===== src/rtl/neuron_mac.sv =====
// Streaming sign-magnitude multiply-accumulate neuron: NUM_IN (x, w) pairs plus bias,
// saturated to an N-bit sign-magnitude pre-activation value.
module neuron_mac #(
  parameter int Q      = 15,
  parameter int N      = 32,
  parameter int NUM_IN = 16
) (
  input  logic         clk,
  input  logic         rst_n,
  input  logic         start,
  input  logic [N-1:0] bias,
  input  logic         in_valid,
  output logic         in_ready,
  input  logic [N-1:0] in_x,
  input  logic [N-1:0] in_w,
  output logic         out_valid,
  input  logic         out_ready,
  output logic [N-1:0] out_sum,
  output logic         out_ovf,
  output logic         busy
);

  localparam int MW = N - 1;
  localparam int PW = 2 * MW - Q;
  localparam int CW = $clog2(NUM_IN + 1);
  localparam int AW = PW + CW + 2;

  typedef enum logic [1:0] {IDLE, ACCUM, DRAIN, OUT} state_t;

  state_t                state_q, state_d;
  logic [CW-1:0]         cnt_q, cnt_d;
  logic [PW-1:0]         prod_mag_q, prod_mag_d;
  logic                  prod_sign_q, prod_sign_d;
  logic                  prod_vld_q, prod_vld_d;
  logic signed [AW-1:0]  acc_q, acc_d;
  logic                  out_valid_q, out_valid_d;
  logic [N-1:0]          out_sum_q, out_sum_d;
  logic                  out_ovf_q, out_ovf_d;

  logic [2*MW-1:0]       x_ext, w_ext, prod_full;
  logic signed [AW-1:0]  prod_s, bias_ext, bias_tc, acc_sum, sat_max;
  logic [AW-1:0]         acc_abs;
  logic                  acc_neg;
  logic [N-1:0]          sat_sum;
  logic                  sat_ovf;
  logic                  unused_bits;

  assign x_ext     = {{MW{1'b0}}, in_x[MW-1:0]};
  assign w_ext     = {{MW{1'b0}}, in_w[MW-1:0]};
  assign prod_full = x_ext * w_ext;

  assign prod_s   = prod_sign_q ? -signed'({{(AW-PW){1'b0}}, prod_mag_q})
                                :  signed'({{(AW-PW){1'b0}}, prod_mag_q});
  assign bias_ext = signed'({{(AW-MW){1'b0}}, bias[MW-1:0]});
  assign bias_tc  = bias[N-1] ? -bias_ext : bias_ext;
  assign acc_sum  = acc_q + prod_s;

  // Largest representable magnitude; the negative bound is symmetric.
  assign sat_max = signed'({{(AW-MW){1'b0}}, {MW{1'b1}}});
  assign acc_neg = acc_sum < 0;
  assign acc_abs = acc_neg ? -acc_sum : acc_sum;

  always_comb begin
    sat_sum = {acc_neg, acc_abs[MW-1:0]};
    sat_ovf = 1'b0;
    if (acc_sum > sat_max) begin
      sat_sum = {1'b0, {MW{1'b1}}};
      sat_ovf = 1'b1;
    end else if (acc_sum < -sat_max) begin
      sat_sum = {1'b1, {MW{1'b1}}};
      sat_ovf = 1'b1;
    end
  end

  assign unused_bits = &{prod_full[Q-1:0], acc_abs[AW-1:MW]};

  always_comb begin
    state_d     = state_q;
    cnt_d       = cnt_q;
    prod_mag_d  = prod_mag_q;
    prod_sign_d = prod_sign_q;
    prod_vld_d  = 1'b0;
    acc_d       = acc_q;
    out_valid_d = out_valid_q;
    out_sum_d   = out_sum_q;
    out_ovf_d   = out_ovf_q;

    if (prod_vld_q) acc_d = acc_sum;

    case (state_q)
      IDLE: begin
        if (start) begin
          acc_d   = bias_tc;
          cnt_d   = '0;
          state_d = ACCUM;
        end
      end
      ACCUM: begin
        if (in_valid) begin
          prod_mag_d  = prod_full[2*MW-1:Q];
          prod_sign_d = in_x[N-1] ^ in_w[N-1];
          prod_vld_d  = 1'b1;
          cnt_d       = cnt_q + CW'(1);
          if (cnt_q == CW'(NUM_IN - 1)) state_d = DRAIN;
        end
      end
      DRAIN: begin
        // The final product lands in acc_sum this cycle, so the result is taken from it.
        out_valid_d = 1'b1;
        out_sum_d   = sat_sum;
        out_ovf_d   = sat_ovf;
        state_d     = OUT;
      end
      OUT: begin
        if (out_ready) begin
          out_valid_d = 1'b0;
          out_ovf_d   = 1'b0;
          state_d     = IDLE;
        end
      end
      default: state_d = IDLE;
    endcase
  end

  always_ff @(posedge clk or negedge rst_n) begin
    if (!rst_n) begin
      state_q     <= IDLE;
      cnt_q       <= '0;
      prod_mag_q  <= '0;
      prod_sign_q <= 1'b0;
      prod_vld_q  <= 1'b0;
      acc_q       <= '0;
      out_valid_q <= 1'b0;
      out_sum_q   <= '0;
      out_ovf_q   <= 1'b0;
    end else begin
      state_q     <= state_d;
      cnt_q       <= cnt_d;
      prod_mag_q  <= prod_mag_d;
      prod_sign_q <= prod_sign_d;
      prod_vld_q  <= prod_vld_d;
      acc_q       <= acc_d;
      out_valid_q <= out_valid_d;
      out_sum_q   <= out_sum_d;
      out_ovf_q   <= out_ovf_d;
    end
  end

  assign in_ready  = (state_q == ACCUM);
  assign busy      = (state_q != IDLE);
  assign out_valid = out_valid_q;
  assign out_sum   = out_sum_q;
  assign out_ovf   = out_ovf_q;

endmodule


===== config.mk =====
export PLATFORM = sky130hd
export DESIGN_NAME = neuron_mac
export DESIGN_NICKNAME = d
export VERILOG_FILES = /design/src/rtl/neuron_mac.sv
export SDC_FILE = /design/constraint.sdc
export NUM_CORES = 2
export LEC_CHECK = 0
export ABC_AREA = 1
export CAP_MARGIN = 10
export CELL_PAD_IN_SITES_DETAIL_PLACEMENT = 1
export CELL_PAD_IN_SITES_GLOBAL_PLACEMENT = 1
export CORE_MARGIN = 2
export CORE_UTILIZATION = 39
export CTS_CLUSTER_SIZE = 8
export DETAILED_ROUTE_END_ITERATION = 6
export GPL_ROUTABILITY_DRIVEN = 0
export HOLD_SLACK_MARGIN = 0.06
export PLACE_DENSITY_LB_ADDON = 0.1
export SLEW_MARGIN = 20
export SYNTH_ARGS = -nofsm -noshare
export SYNTH_HDL_FRONTEND = slang
export SYNTH_SLANG_ARGS = --single-unit

===== constraint.sdc =====
create_clock -name clk -period 5.6 [get_ports clk]
set_input_delay 0.56 -clock clk [delete_from_list [all_inputs] [get_ports clk]]
set_output_delay 0.56 -clock clk [all_outputs]
set_load 0.005 [all_outputs]

==> results.py <==
metrics = {
    "clocking": {
        "clock-root-buffer": "clkbuf_16",
        "clkSinkCount": 144,
        "h-tree-depth": 4,
        "path_clk_slew_ps": 70,
        "cts_tree": "yes",
        "cts_buffer_depth": 2,
        "clock_latency_ps": 480,
        "cts_hold_buffers": 0,
        "cts_buffers": 17,
    },
    "floorplanning": {
        "dieArea_um2": 121000,
        "ios": 137,
        "die_x_um": 347,
        "die-height_um": 347,
        "core-area_um2": 117000,
        "fp-row-count": 125,
        "start_util": 0.395,
    },
    "global_routing": {
        "grt_pass1_wl_um": 296000,
        "grt_max_degree": 87,
        "grt_usage": 0.319,
        "grt.overflow.total": 0,
        "busiest_layer": "met2",
        "first_global_vias": 50900,
        "antenna_found_initial": 2,
        "grt.met1_usage": 0.380,
        "gr-usage-met3": 0.0279,
        "use_met2": 0.572,
    },
    "cells_and_area": {
        "final_util": 0.547,
        "syn_to_final_growth_pct": 38.6,
        "drive_gt1_frac": 0.289,
        "fin_nets": 8708,
    },
    "logic_synthesis": {
        "syn-cell-area_um2": 46000,
        "async_flop_share": 1.00,
        "ys_seq_area_frac": 0.0783,
        "ys.flop_type": "dfrtp_1",
        "netlist_instances": 6509,
        "synth.distinct_cells": 52,
        "synth-seq-cells": 144,
        "ys_warn_count": 0,
        "synth_edf_count": 0,
        "syn_avg_cell_area_um2": 7.07,
        "syn-num-nets": 7764,
    },
    "setup_path": {
        "cp_top_family": "adder cells",
        "crit_type": "input pin to flop",
        "start_kind": "input pin",
        "crit_top_cell": "fa_1",
        "crit_slowest_cell": "fa_2",
        "r2r_cells": 37,
        "critPathCaptureType": "flop",
        "critical_path_required_ps": 5950,
        "path_max_fanout": 8,
        "r2r-end": "out_sum[1]",
        "path_buf_inv": 7,
        "slowest_delay_ps": 600,
        "r2r_setup_slack_ps": -80,
        "worstPathArrival_ps": 7340,
        "regToRegStartpoint": "prod_mag_q[1]",
    },
    "drt": {
        "route.detailed.drc": 0,
        "drt_wl_total_um": 204000,
        "ant_nets": 0,
        "avgViaCountPerCell": 5.16,
        "drt_pass1_iterations": 5,
        "dr_total_vias": 46400,
        "routedWlPerCell_um": 22.7,
        "first_iter_violations": 2567,
    },
    "timing": {
        "finalMaxSlewViolations": 0,
        "finalWorstSetupSlack_ps": -1390,
        "layout_min_cycle_time_ps": 6990,
        "rsz0062_at_grt": "true",
        "tightest_slew_ps": 1010,
        "hold_viol_final": 0,
        "fin_skew_ps": 17.4,
        "relSlewSlack": 0.329,
        "setup_viol": 63,
        "fin_crit_sh": 1.25,
        "max_freq_mhz": 143,
    },
    "placed_design": {
        "port_buffers": 136,
        "hpwl_um": 151000,
    },
    "status": {
        "violations": "setup timing",
        "status": "complete, but fails checks",
    },
    "run": {
        "drv_cap": 0,
    },
    "min_path": {
        "worstHoldPathType": "input pin to async pin",
    },
}
-- worst max-delay path by stage --
stage | slack [ps] | cells after the start | startpoint | endpoint
2_1_floorplan | -930 | 29 | in_w[21] | prod_mag_q[42]
4_1_cts | -1250 | 28 | in_x[16] | prod_mag_q[32]
6_report | -1390 | 28 | in_w[14] | prod_mag_q[46]
3_3_place_gp | -2440 | 27 | in_x[18] | prod_mag_q[46]
5_1_grt | -1540 | 30 | in_w[26] | prod_mag_q[43]
3_5_place_dp | -2500 | 28 | in_w[14] | prod_mag_q[46]
-- through the flow --
| stage | instances | setup WS (ps) | hold WS, ps | setup TNS [ps] | instance area (µm²) |
|---|---|---|---|---|---|
| after floorplan | 6509 | -928 | 264 | -29100 | 47200 |
| after global placement | 8694 | -2440 | 465 | -108420 | 56000 |
| after detailed placement | 8694 | -2500 | 472 | -115670 | 56000 |
| after CTS | 8916 | -1250 | 173 | -58030 | 60400 |
| after global routing | 8991 | -1540 | 211 | -68410 | 63800 |
| final | 8991 | -1390 | 127 | -51730 | 63800 |
-- sequential cells by signal, summed over array words and instances (netlist names) --
register,cells
acc_q,54
cnt_q,5
out_ovf,1
out_sum,32
out_valid,1
prod_mag_q,47
prod_sign_q,1
prod_vld_q,1
state_q,2
-- placed cells by master (no fill, tap or decap), types with 83 or more instances in the layout --
master	count
fa_2	124
nor2_4	83
nand3_1	118
buf_12	126
dfrtp_1	144
inv_1	1535
inv_2	185
fa_1	713
nand2_1	1684
buf_6	111
nand2_2	180
nor2_1	272
a21oi_1	142
buf_4	768
ha_1	249
-- synthesized netlist by cell type, types with 42 or more instances --
| cell | number | area, µm² |
|---|---|---|
| xor2_1 | 61 | 534 |
| nor2_1 | 393 | 1480 |
| nand2_1 | 1894 | 7110 |
| a21oi_1 | 231 | 1160 |
| ha_1 | 317 | 3970 |
| inv_1 | 1719 | 6450 |
| dfrtp_1 | 144 | 3600 |
| nand3_1 | 158 | 791 |
| o21ai_0 | 144 | 721 |
| fa_1 | 837 | 16800 |
| clkbuf_1 | 228 | 856 |
| nand4_1 | 42 | 263 |
-- cell type report --
class | count | area (µm²)
Fill cell | 14200 | 52800
Sequential cell | 144 | 3600
Antenna cell | 1 | 2.50
Timing Repair Buffer | 1171 | 11600
Clock inverter | 12 | 180
Inverter | 1735 | 6530
Multi-Input combinational cell | 4384 | 39500
Tap cell | 1524 | 1910
Clock buffer | 20 | 447
-- repair_timing --
action                                  CTS  global route
resized for setup                       725           827
pin swaps                               309           388
gates cloned                             20             6
buffers inserted                        179            84
endpoints found under the hold margin     0             0
endpoints found under the setup margin   80            80
-- logic make-up after synthesis --
group | synth area share
and+or+nand+nor | 0.233
buffers and inverters | 0.163
adders and majority gates | 0.451
AOI/OAI and AO/OA | 0.0570
DFF | 0.0783
xor gates and xnor gates | 0.0187
-- routing by layer --
layer | vias up | share of wire
li1 | 20800 | -
met2 | 1405 | 0.51
met4 | 0 | 0.067
met3 | 618 | 0.044
met5 | - | 0
met1 | 23600 | 0.38
Power is not shown: default switching activity piles up to over one toggle a cycle in this logic, so the estimate is an artifact.
